$ cat src/rtl/axil_pkg.sv
// Shared AXI4-Lite types: response codes and the
// write/read channel state encodings of the register file.
package axil_pkg;

    typedef enum logic [1:0] {
        OKAY   = 2'b00,
        EXOKAY = 2'b01,
        SLVERR = 2'b10,
        DECERR = 2'b11
    } axil_resp_t;

    typedef enum logic {
        W_IDLE = 1'b0,
        W_RESP = 1'b1
    } wr_state_t;

    typedef enum logic {
        R_IDLE = 1'b0,
        R_RESP = 1'b1
    } rd_state_t;

endpackage

$ cat src/rtl/axil_if.sv
// AXI4-Lite bus bundle with master and slave views.
interface AXIL_IF #(
    parameter int ADDR_WIDTH = 32,
    parameter int DATA_WIDTH = 32
);
    localparam int STRB_WIDTH = DATA_WIDTH / 8;

    logic [ADDR_WIDTH-1:0] awaddr;
    logic [2:0]            awprot;
    logic                  awvalid;
    logic                  awready;
    logic [DATA_WIDTH-1:0] wdata;
    logic [STRB_WIDTH-1:0] wstrb;
    logic                  wvalid;
    logic                  wready;
    logic [1:0]            bresp;
    logic                  bvalid;
    logic                  bready;
    logic [ADDR_WIDTH-1:0] araddr;
    logic [2:0]            arprot;
    logic                  arvalid;
    logic                  arready;
    logic [DATA_WIDTH-1:0] rdata;
    logic [1:0]            rresp;
    logic                  rvalid;
    logic                  rready;

    modport Master (
        output awaddr, awprot, awvalid,
        input  awready,
        output wdata, wstrb, wvalid,
        input  wready,
        input  bresp, bvalid,
        output bready,
        output araddr, arprot, arvalid,
        input  arready,
        input  rdata, rresp, rvalid,
        output rready
    );

    modport Slave (
        input  awaddr, awprot, awvalid,
        output awready,
        input  wdata, wstrb, wvalid,
        output wready,
        output bresp, bvalid,
        input  bready,
        input  araddr, arprot, arvalid,
        output arready,
        output rdata, rresp, rvalid,
        input  rready
    );

endinterface

$ cat src/rtl/axil_regfile.sv
// AXI4-Lite slave register file with per-register read-only
// masking, byte strobes and one-cycle write-commit pulses.
module axil_regfile
    import axil_pkg::*;
#(
    parameter int                    ADDR_WIDTH  = 32,
    parameter int                    DATA_WIDTH  = 32,
    parameter int                    REG_COUNT   = 16,
    parameter logic [ADDR_WIDTH-1:0] BASE_ADDR   = '0,
    parameter logic [REG_COUNT-1:0]  RO_MASK     = '0,
    parameter logic [DATA_WIDTH-1:0] RESET_VALUE = '0
) (
    input  logic                                  clk,
    input  logic                                  sync_rst,
    AXIL_IF.Slave                                 axil,
    output logic [REG_COUNT-1:0][DATA_WIDTH-1:0]  reg_q,
    input  logic [REG_COUNT-1:0][DATA_WIDTH-1:0]  reg_d,
    output logic [REG_COUNT-1:0]                  reg_wr_pulse
);

    localparam int STRB_WIDTH = DATA_WIDTH / 8;
    localparam int LSB        = $clog2(STRB_WIDTH);
    localparam int IDX_W      = (REG_COUNT > 1) ? $clog2(REG_COUNT) : 1;

    typedef struct packed {
        logic             ok;
        logic [IDX_W-1:0] idx;
    } dec_t;

    // Word index relative to BASE_ADDR; low byte-offset bits drop out.
    function automatic dec_t decode(input logic [ADDR_WIDTH-1:0] addr);
        logic [ADDR_WIDTH-1:0] off;
        logic [ADDR_WIDTH-1:0] word;
        dec_t                  d;
        off   = addr - BASE_ADDR;
        word  = off >> LSB;
        d.ok  = (addr >= BASE_ADDR) && (word < ADDR_WIDTH'(REG_COUNT));
        d.idx = word[IDX_W-1:0];
        return d;
    endfunction

    wr_state_t                            r_wstate;
    logic                                 r_awready;
    logic                                 r_wready;
    logic                                 r_aw_have;
    logic                                 r_w_have;
    logic [ADDR_WIDTH-1:0]                r_awaddr;
    logic [DATA_WIDTH-1:0]                r_wdata;
    logic [STRB_WIDTH-1:0]                r_wstrb;
    logic                                 r_bvalid;
    axil_resp_t                           r_bresp;

    rd_state_t                            r_rstate;
    logic                                 r_arready;
    logic                                 r_rvalid;
    axil_resp_t                           r_rresp;
    logic [DATA_WIDTH-1:0]                r_rdata;

    logic [REG_COUNT-1:0][DATA_WIDTH-1:0] r_regs;
    logic [REG_COUNT-1:0]                 r_pulse;

    logic                                 w_aw_hs;
    logic                                 w_w_hs;
    logic                                 w_aw_ok;
    logic                                 w_w_ok;
    logic                                 w_commit;
    logic                                 w_wr_en;
    logic [ADDR_WIDTH-1:0]                w_waddr;
    logic [DATA_WIDTH-1:0]                w_wdata;
    logic [STRB_WIDTH-1:0]                w_wstrb;
    dec_t                                 w_wdec;
    axil_resp_t                           w_bresp;
    logic                                 w_ar_hs;
    dec_t                                 w_rdec;
    logic                                 w_unused;

    assign w_aw_hs  = axil.awvalid && r_awready;
    assign w_w_hs   = axil.wvalid && r_wready;
    assign w_aw_ok  = r_aw_have || w_aw_hs;
    assign w_w_ok   = r_w_have || w_w_hs;

    // Either half may come straight off the bus in the commit cycle.
    assign w_waddr  = r_aw_have ? r_awaddr : axil.awaddr;
    assign w_wdata  = r_w_have ? r_wdata : axil.wdata;
    assign w_wstrb  = r_w_have ? r_wstrb : axil.wstrb;
    assign w_wdec   = decode(w_waddr);

    assign w_commit = (r_wstate == W_IDLE) && w_aw_ok && w_w_ok;
    assign w_wr_en  = w_commit && w_wdec.ok && !RO_MASK[w_wdec.idx];

    always_comb begin
        w_bresp = OKAY;
        if (!w_wdec.ok) begin
            w_bresp = DECERR;
        end else if (RO_MASK[w_wdec.idx]) begin
            w_bresp = SLVERR;
        end
    end

    always_ff @(posedge clk) begin
        if (sync_rst) begin
            r_wstate  <= W_IDLE;
            r_awready <= 1'b0;
            r_wready  <= 1'b0;
            r_aw_have <= 1'b0;
            r_w_have  <= 1'b0;
            r_awaddr  <= '0;
            r_wdata   <= '0;
            r_wstrb   <= '0;
            r_bvalid  <= 1'b0;
            r_bresp   <= OKAY;
        end else begin
            unique case (r_wstate)
                W_IDLE: begin
                    if (w_commit) begin
                        r_wstate  <= W_RESP;
                        r_bvalid  <= 1'b1;
                        r_bresp   <= w_bresp;
                        r_awready <= 1'b0;
                        r_wready  <= 1'b0;
                        r_aw_have <= 1'b0;
                        r_w_have  <= 1'b0;
                    end else begin
                        r_awready <= !w_aw_ok;
                        r_wready  <= !w_w_ok;
                        if (w_aw_hs) begin
                            r_aw_have <= 1'b1;
                            r_awaddr  <= axil.awaddr;
                        end
                        if (w_w_hs) begin
                            r_w_have <= 1'b1;
                            r_wdata  <= axil.wdata;
                            r_wstrb  <= axil.wstrb;
                        end
                    end
                end
                W_RESP: begin
                    if (axil.bready) begin
                        r_wstate  <= W_IDLE;
                        r_bvalid  <= 1'b0;
                        r_awready <= 1'b1;
                        r_wready  <= 1'b1;
                    end
                end
                default: r_wstate <= W_IDLE;
            endcase
        end
    end

    always_ff @(posedge clk) begin
        if (sync_rst) begin
            for (int i = 0; i < REG_COUNT; i++) begin
                r_regs[i] <= RO_MASK[i] ? '0 : RESET_VALUE;
            end
            r_pulse <= '0;
        end else begin
            r_pulse <= '0;
            if (w_wr_en) begin
                r_pulse[w_wdec.idx] <= 1'b1;
                for (int b = 0; b < STRB_WIDTH; b++) begin
                    if (w_wstrb[b]) begin
                        r_regs[w_wdec.idx][b*8 +: 8] <= w_wdata[b*8 +: 8];
                    end
                end
            end
        end
    end

    assign w_ar_hs = axil.arvalid && r_arready;
    assign w_rdec  = decode(axil.araddr);

    always_ff @(posedge clk) begin
        if (sync_rst) begin
            r_rstate  <= R_IDLE;
            r_arready <= 1'b0;
            r_rvalid  <= 1'b0;
            r_rresp   <= OKAY;
            r_rdata   <= '0;
        end else begin
            unique case (r_rstate)
                R_IDLE: begin
                    r_arready <= 1'b1;
                    if (w_ar_hs) begin
                        r_rstate  <= R_RESP;
                        r_arready <= 1'b0;
                        r_rvalid  <= 1'b1;
                        if (w_rdec.ok) begin
                            r_rresp <= OKAY;
                            r_rdata <= RO_MASK[w_rdec.idx] ?
                                       reg_d[w_rdec.idx] :
                                       r_regs[w_rdec.idx];
                        end else begin
                            r_rresp <= DECERR;
                            r_rdata <= '0;
                        end
                    end
                end
                R_RESP: begin
                    if (axil.rready) begin
                        r_rstate  <= R_IDLE;
                        r_rvalid  <= 1'b0;
                        r_arready <= 1'b1;
                    end
                end
                default: r_rstate <= R_IDLE;
            endcase
        end
    end

    assign axil.awready = r_awready;
    assign axil.wready  = r_wready;
    assign axil.bvalid  = r_bvalid;
    assign axil.bresp   = r_bresp;
    assign axil.arready = r_arready;
    assign axil.rvalid  = r_rvalid;
    assign axil.rresp   = r_rresp;
    assign axil.rdata   = r_rdata;

    assign reg_q        = r_regs;
    assign reg_wr_pulse = r_pulse;

    // Protection bits carry no meaning for this block.
    assign w_unused = ^{axil.awprot, axil.arprot};

endmodule

$ cat src/flat_wrapper.sv
// flat-port wrapper written by rule: the top's interface ports become plain ports
module axil_regfile_flat import axil_pkg::*;
#(
    parameter int                    ADDR_WIDTH  = 32,
    parameter int                    DATA_WIDTH  = 32,
    parameter int                    REG_COUNT   = 16,
    parameter logic [ADDR_WIDTH-1:0] BASE_ADDR   = '0,
    parameter logic [REG_COUNT-1:0]  RO_MASK     = '0,
    parameter logic [DATA_WIDTH-1:0] RESET_VALUE = '0
)
  (clk, sync_rst, reg_q, reg_d, reg_wr_pulse, axil_awaddr, axil_awprot, axil_awvalid, axil_awready, axil_wdata, axil_wstrb, axil_wvalid, axil_wready, axil_bresp, axil_bvalid, axil_bready, axil_araddr, axil_arprot, axil_arvalid, axil_arready, axil_rdata, axil_rresp, axil_rvalid, axil_rready);
  AXIL_IF #(.ADDR_WIDTH(ADDR_WIDTH), .DATA_WIDTH(DATA_WIDTH)) axil_i ();
  input  logic clk;
  input  logic sync_rst;
  output logic [REG_COUNT-1:0][DATA_WIDTH-1:0] reg_q;
  input  logic [REG_COUNT-1:0][DATA_WIDTH-1:0] reg_d;
  output logic [REG_COUNT-1:0] reg_wr_pulse;
  input wire logic [$bits(axil_i.awaddr)-1:0] axil_awaddr;
  input wire logic [$bits(axil_i.awprot)-1:0] axil_awprot;
  input wire logic [$bits(axil_i.awvalid)-1:0] axil_awvalid;
  output wire logic [$bits(axil_i.awready)-1:0] axil_awready;
  input wire logic [$bits(axil_i.wdata)-1:0] axil_wdata;
  input wire logic [$bits(axil_i.wstrb)-1:0] axil_wstrb;
  input wire logic [$bits(axil_i.wvalid)-1:0] axil_wvalid;
  output wire logic [$bits(axil_i.wready)-1:0] axil_wready;
  output wire logic [$bits(axil_i.bresp)-1:0] axil_bresp;
  output wire logic [$bits(axil_i.bvalid)-1:0] axil_bvalid;
  input wire logic [$bits(axil_i.bready)-1:0] axil_bready;
  input wire logic [$bits(axil_i.araddr)-1:0] axil_araddr;
  input wire logic [$bits(axil_i.arprot)-1:0] axil_arprot;
  input wire logic [$bits(axil_i.arvalid)-1:0] axil_arvalid;
  output wire logic [$bits(axil_i.arready)-1:0] axil_arready;
  output wire logic [$bits(axil_i.rdata)-1:0] axil_rdata;
  output wire logic [$bits(axil_i.rresp)-1:0] axil_rresp;
  output wire logic [$bits(axil_i.rvalid)-1:0] axil_rvalid;
  input wire logic [$bits(axil_i.rready)-1:0] axil_rready;
  assign axil_i.awaddr = axil_awaddr;
  assign axil_i.awprot = axil_awprot;
  assign axil_i.awvalid = axil_awvalid;
  assign axil_awready = axil_i.awready;
  assign axil_i.wdata = axil_wdata;
  assign axil_i.wstrb = axil_wstrb;
  assign axil_i.wvalid = axil_wvalid;
  assign axil_wready = axil_i.wready;
  assign axil_bresp = axil_i.bresp;
  assign axil_bvalid = axil_i.bvalid;
  assign axil_i.bready = axil_bready;
  assign axil_i.araddr = axil_araddr;
  assign axil_i.arprot = axil_arprot;
  assign axil_i.arvalid = axil_arvalid;
  assign axil_arready = axil_i.arready;
  assign axil_rdata = axil_i.rdata;
  assign axil_rresp = axil_i.rresp;
  assign axil_rvalid = axil_i.rvalid;
  assign axil_i.rready = axil_rready;
  axil_regfile #(.ADDR_WIDTH(ADDR_WIDTH), .DATA_WIDTH(DATA_WIDTH), .REG_COUNT(REG_COUNT), .BASE_ADDR(BASE_ADDR), .RO_MASK(RO_MASK), .RESET_VALUE(RESET_VALUE)) u_core (.clk(clk), .sync_rst(sync_rst), .axil(axil_i), .reg_q(reg_q), .reg_d(reg_d), .reg_wr_pulse(reg_wr_pulse));
endmodule
$ cat config.mk
export PLATFORM = sky130hd
export DESIGN_NAME = axil_regfile_flat
export DESIGN_NICKNAME = d
export VERILOG_FILES = /design/src/rtl/axil_pkg.sv /design/src/rtl/axil_if.sv /design/src/rtl/axil_regfile.sv /design/src/flat_wrapper.sv
export SDC_FILE = /design/constraint.sdc
export NUM_CORES = 1
export LEC_CHECK = 0
export CORE_AREA = 3 3 466 468
export DETAILED_ROUTE_END_ITERATION = 7
export DIE_AREA = 0 0 469 471
export GPL_TIMING_DRIVEN = 0
export SETUP_SLACK_MARGIN = 0.5
export SYNTH_ARGS = -nofsm -noshare
export SYNTH_HDL_FRONTEND = slang
export SYNTH_SLANG_ARGS = --single-unit
$ cat constraint.sdc
create_clock -name clk -period 4 [get_ports clk]
set_clock_uncertainty 0.2 [all_clocks]
set_input_delay 0.8 -clock clk [delete_from_list [all_inputs] [get_ports clk]]
set_output_delay 0.8 -clock clk [all_outputs]
set_load 0.02 [all_outputs]
==> results of run 1 <==
[state kept, by name, summed over array words and instances, names as in the netlist, 4 cells and up]
| name | flops |
|---|---|
| u_core.reg_wr_pulse | 16 |
| u_core.r_wstrb | 4 |
| u_core.r_awaddr | 30 |
| u_core.r_wdata | 32 |
| u_core.axil.rdata | 32 |
| u_core.reg_q | 512 |
[layout make-up]
type	instances	share of cell area, %
Clock inverter	33	1.08
Clock buffer	113	5.28
Sequential cell	637	29.3
Buffer	228	2.49
Tap cell	2838	8.17
Inverter	5	0.0432
Timing Repair Buffer	712	17.3
Antenna cell	27	0.155
Multi-Input combinational cell	1734	36.1
[logic make-up (layout without fill, tap and decap cells)]
family | after synthesis | count (layout) | share of synthesized area [%]
multiplexers | 676 | 676 | 28.5
flip-flops | 637 | 637 | 43.4
AND/OR/NAND/NOR | 878 | 878 | 20.1
other | 0 | 27 | 0
buffers and inverters | 233 | 1091 | 3.61
AO/OA/AOI/OAI | 180 | 180 | 4.32
[Yosys cell counts, types with 2 or more instances]
master      n
a211oi_1    2
a21oi_1    71
a22o_1     32
a22oi_1    64
a22oi_2     3
a32oi_2     2
and2_1      3
and3b_1     2
buf_1       7
buf_12      5
buf_2      28
buf_4       8
buf_6       5
clkbuf_1  175
dfxtp_1   637
inv_1       5
mux2_2      4
mux2i_1   544
mux4_2    128
nand2_1   169
nand2b_1  514
nand3_1     5
nand4_1     2
nand4_2    15
nand4_4    49
nor2_1     22
nor2_2     15
nor2b_1     5
nor3_1     14
nor3_2     11
nor3b_1     2
nor4_1     14
or2_2      32
[worst min-delay path: cells and delay by family]
family                 cells  cell delay [ns]
and+or+nand+nor            1             0.07
AOI/OAI and AO/OA          1             0.05
buffers and inverters      1             0.14
[final timing paths]
| path | cells past startpoint | end | slack, ns | startpoint |
|---|---|---|---|---|
| hold / removal | 3 | u_core.r_awaddr[28] | 0.18 | axil_awaddr[28] |
| hold reg to reg | 2 | u_core.r_awaddr[22] | 0.25 | u_core.r_awaddr[22] |
| setup reg to reg | 10 | u_core.reg_q[312] | 0.59 | u_core.r_aw_have |
| setup / recovery | 10 | u_core.reg_q[312] | 0.51 | axil_awaddr[10] |
[through the flow]
stage	std cells	setup WS, ns	TNS, ns
4_1_cts	6295	0.474	0
6_report	6327	0.506	0
2_1_floorplan	2604	1.35	0
3_5_place_dp	6112	-0.646	-226.53
3_3_place_gp	6110	-2.09	-319.84
5_1_grt	6304	0.482	0
[timing repair]
item	CTS	global route
hold endpoints to repair	0	0
resized for setup	23	14
gates cloned	0	2
setup endpoints to repair	482	416
buffers inserted	37	3
pin swaps	1	6
[power breakdown]
group | leakage [nW] | switching (mW) | internal, mW
clock | 1.33 | 3.28 | 4.39
combinational | 11.4 | 0.961 | 0.407
sequential | 5.13 | 0.0273 | 6.39
total | 17.8 | 4.27 | 11.2
[routing by layer]
metal	vias up	share of wire, %
met3	302	9.1
met2	1203	44
met5	-	0
met4	0	5.8
met1	12800	41
li1	10900	-
==> reports/results.ini, run 1 <==
[run_status]
run_status=finished clean

[timing]
finalSetupViolCount=0
finalCriticalPeriod_ns=3.49
hold_slack_ns=0.183
finalMaxSlewViolations=0
slew_headroom_pct=0.537
endpoints_failing_hold=0
rsz0062_at_grt=true
timing_worst_slew_pin_value_ns=1.49
period_share_pct=87.3
clock.fmax_mhz=286

[final_layout]
layout.cells.most_common_list=664 x clkdlybuf4s50_1, 637 x dfxtp_1, 542 x mux2i_1
nFillCells=23300
synthToLayoutAreaGrowth_pct=48.1
multi_input_comb_area_um2=15700
final_nets=4022
sequential_cell_area_um2=12800
post_route_core_utilization_pct=20.3
mostFrequentLayoutCell=clkdlybuf4s50_1
final_cell_area_um2=43500
final_layout_size_suffix_gt1_share_pct=14.7

[worst_setup_path]
worst_setup_path_end_kind=flop
worst_setup_path_start_kind=input port
critical_path.top_delay_family=buffers and inverters
timing.critical_path.required_ns=4.30
critPathKind=input port to flop
path_buf_inv=5
crit_arrival_ns=3.79
max_stage_delay_ns=0.95
worst-path-max-fanout=10
cpMaxStageDelayCell=a222oi_1
timing.critical_path.cells=clkdlybuf4s50_1 -> nor4_1 -> nand3_1 -> a222oi_1 -> buf_4 -> buf_12 -> buf_12 -> nand4_4 -> buf_12 -> mux2i_1
critical-path-top-cell-by-count=buf_12

[global_route]
grt_pass1_wl_mm=250
grt-busiest-layer=met2
grt_pass1_vias=25100
groute.layer.met2.usage_pct=26.5
grt_max_degree=14
grt.met3_usage_pct=5.42
grt_use_total_pct=17.1
gr-usage-met1_pct=21.4
grt.overflow.total=0
antenna_found_initial=46

[logic_synthesis]
syn-mean-instance-area_um2=11.3
synth_top_area_share_pct=43.4
ys_ff_latch=637
synth.cell_area_um2=29400
postSynth.asyncResetShare_pct=0
sequential_element_share_of_the_synthesized_area_pct=43.4
cell_accounting_for_the_most_synthesized_area=dfxtp_1
synth_enable_flop_cells=0
synth.area.top_cells=dfxtp_1 43%, mux2i_1 19%, nand2b_1 11%, mux4_2 9.8%, nand4_4 3.6%
syn-num-nets=3229
synth.distinct_cells=43
yosys_most_used_dff=dfxtp_1
synth_cells=2604
synthesis.yosys.warnings=0

[die]
floorplan.die.height_um=471
fp.coreArea_um2=214000
start_util_pct=13.7
rows=170
die_w_um=469
design.portCount=1194
design.die.area_um2=221000

[route]
detail_route.drc_violations=0
avgRoutedWirePerCell_um=31.0
ant_nets=0
drt_iter0_markers=1852
detailedRoute.firstPassIterationCount=6
vias=25100
postRouteWirelength_mm=196
viasPerCell=3.97

[power_and_ir_drop]
total_design_power_mw=15.5
max-vdd-ir-drop_uv=314
static-leakage-power_nw=17.8
power_density_nw_per_um2=356

[placement]
place.gp.congestion=0.871
detailed_place.area_um2=39600
buffer_ports.inserted=668
estimated_wirelength_of_the_detail_placed_design_mm=160

[min_path]
holdCritPathClass=input port to flop

[clock_tree]
clock_latency_ns=0.72
clock-sinks=637
clk_slew_on_worst_s_h_paths_ns=0.06
cts_tree=done
post_cts_hold_buffer_count=0
clockBufferDepth=3
cts_inserted_buffers=79
h-tree-depth=3
ctsRootBufferMaster=clkbuf_16

[flow_run]
cap_viol_max_count=0

(Power assumes the default switching activity.)
==> run 2: changes to the inputs <==
MAX_ROUTING_LAYER = met4   (was default)
==> run 2 against run 1 <==
Register-to-register slack lost 0.09 ns. First-iteration DRC count grew 4.8%. Utilization is essentially flat. Worst hold slack lost 0.0056 ns. Clock power is essentially flat. Sequential share of layout area is essentially flat. Routed wire length grew 0.17%. Combinational power is essentially flat. Cell area is essentially flat. Global-route usage grew 0.51 points. Flip-flop and latch count is the same. Setup slack lost 0.093 ns. Critical endpoint is now u_core.reg_wr_pulse[1]. Largest cell class unchanged. Largest power group unchanged.
==> reports/results.ini, run 2 (synthesized netlist as in run 1, its figures left out) <==
[die]
design.die.area_um2=221000  ; unchanged
fp.coreArea_um2=214000  ; unchanged
floorplan.die.height_um=471  ; unchanged
design.portCount=1194  ; unchanged
die_w_um=469  ; unchanged
rows=170  ; unchanged
start_util_pct=13.7  ; unchanged

[clock_tree]
clockBufferDepth=3  ; unchanged
clock-sinks=637  ; unchanged
cts_tree=done
clk_slew_on_worst_s_h_paths_ns=0.06  ; about the same
post_cts_hold_buffer_count=0  ; unchanged
h-tree-depth=3  ; unchanged
cts_inserted_buffers=79  ; unchanged
ctsRootBufferMaster=clkbuf_16
clock_latency_ns=0.73  ; about the same

[final_layout]
mostFrequentLayoutCell=clkdlybuf4s50_1
post_route_core_utilization_pct=20.3  ; about the same
final_cell_area_um2=43500  ; about the same
final_nets=4023  ; +0.025%
largest_register_ff_count=512  ; unchanged
layout.cells.most_common_list=664 x clkdlybuf4s50_1, 637 x dfxtp_1, 542 x mux2i_1
synthToLayoutAreaGrowth_pct=48.2  ; about the same
final_layout_size_suffix_gt1_share_pct=14.7  ; +0.025 points

[timing]
finalSetupViolCount=0  ; unchanged
slew_headroom_pct=0.225  ; -0.31 points
period_share_pct=89.7  ; +2.3 points
finalMaxSlewViolations=0  ; unchanged
rsz0062_at_grt=true
finalCriticalPeriod_ns=3.59  ; +0.0933 ns
timing_worst_slew_pin_value_ns=1.50  ; +0.00468 ns
clock.fmax_mhz=279  ; -2.6%
endpoints_failing_hold=0  ; unchanged

[worst_setup_path]
worst_setup_path_start_kind=input port
crit_arrival_ns=4.02  ; +0.23 ns
path_buf_inv=5  ; unchanged
timing.critical_path.required_ns=4.43  ; +0.13 ns
critical-path-top-cell-by-count=buf_4
cpMaxStageDelayCell=a222oi_1
max_stage_delay_ns=1.01  ; +0.06 ns
crit_start=axil_awaddr[10]
critical_path.top_delay_family=buffers and inverters
worst-path-max-fanout=8  ; -2
timing.critical_path.cells=clkdlybuf4s50_1 -> nor4_1 -> nand3_1 -> a222oi_1 -> buf_4 -> buf_12 -> buf_16 -> nand3b_4 -> buf_4 -> nor3_1
r2r-start=u_core.r_aw_have
critPathKind=input port to flop
worst_setup_path_end_kind=flop

[power_and_ir_drop]
max-vdd-ir-drop_uv=318  ; +1.2%
static-leakage-power_nw=17.9  ; about the same
power_density_nw_per_um2=356  ; about the same

[global_route]
grt.overflow.total=0  ; unchanged
antenna_found_initial=49  ; +6.5%
grt_use_total_pct=17.6  ; +0.51 points
grt_pass1_wl_mm=250  ; about the same
grt_pass1_vias=25100  ; +0.25%
grt_max_degree=14  ; unchanged

[route]
detail_route.drc_violations=0  ; unchanged
detailedRoute.firstPassIterationCount=7  ; +1
viasPerCell=4.00  ; +0.83%
drt_iter0_markers=1940  ; +4.8%
vias=25300  ; +0.82%
postRouteWirelength_mm=196  ; +0.17%
ant_nets=0  ; unchanged
avgRoutedWirePerCell_um=31.0  ; +0.18%

[run_status]
run_status=finished clean

[placement]
place.gp.congestion=0.884  ; +1.6%
detailed_place.area_um2=39600  ; unchanged
buffer_ports.inserted=668  ; unchanged
estimated_wirelength_of_the_detail_placed_design_mm=160  ; unchanged

[min_path]
holdCritPathClass=input port to flop
min-delay-start=axil_awaddr[28]

[flow_run]
cap_viol_max_count=0  ; unchanged

run 2: cell types whose count changed in the layout (fill, tap and decap cells not counted), sizes merged:
cell | before | now
clkdlybuf4s15 | 0 | 1
diode | 27 | 25
run 2: what timing repair did:
action / in CTS / in global routing
endpoints found under the setup margin: 482 / 412
gates cloned: 0 / 3
pin swaps: 1 / 6
resized for setup: 23 / 16
setup buffers: 37 / 3
run 2: tightest hold or removal path, cell delays in order:
cell and delay [ns]:
dlymetal6s2s_1 0.14, nand2_1 0.06, a21oi_1 0.05
run 2: path summary, 6_finish.rpt:
path	depth (start not counted)	slack, ns	end
setup reg to reg	10	0.50	u_core.reg_wr_pulse[1]
hold reg to reg	2	0.25	u_core.r_awaddr[22]
setup / recovery	10	0.41	u_core.reg_wr_pulse[1]
hold / removal	3	0.18	u_core.r_awaddr[28]
run 2: power by group:
part           leakage (nW)  switching (mW)  internal, mW  total [mW]
clock network          1.33            3.29          4.39        7.68
logic                  11.4           0.964         0.408        1.37
registers              5.13          0.0275          6.39        6.42
total                  17.9            4.28          11.2        15.5
run 2: layer usage:
| metal | GRT usage, % | wire [um] | vias up |
|---|---|---|---|
| li1 | - | - | 10800 |
| met1 | 21.4 | 82300 | 12900 |
| met2 | 26.4 | 85900 | 1259 |
| met3 | 5.47 | 17100 | 317 |
| met4 | 8.76 | 11000 | 0 |
| met5 | - | 0 | - |
run 2: per-stage QoR:
step | TNS [ns] | total power, mW | setup WS, ns | cells | hold slack (ns)
2_1_floorplan | 0 | 7.22 | 1.35 | 2604 | 0.228
4_1_cts | 0 | 15.6 | 0.474 | 6295 | 0.254
3_5_place_dp | -226.53 | 7.93 | -0.646 | 6112 | 0.247
6_report | 0 | 15.5 | 0.413 | 6326 | 0.177
3_3_place_gp | -319.84 | 7.91 | -2.09 | 6110 | 0.240
5_1_grt | 0 | 15.9 | 0.494 | 6308 | 0.141
run 2: final cells by class:
| cell class | instances | area [um2] |
|---|---|---|
| fillers | 23300 | 170000 |
| well taps | 2838 | 3550 |
| repair buffers | 713 | 7550 |
| diodes | 25 | 62.6 |
| plain buffers | 228 | 1090 |
| multi-input cells | 1734 | 15700 |
| clock buffers | 113 | 2290 |
| flip-flops and latches | 637 | 12800 |
| clock inverters | 33 | 468 |
| inverters | 5 | 18.8 |
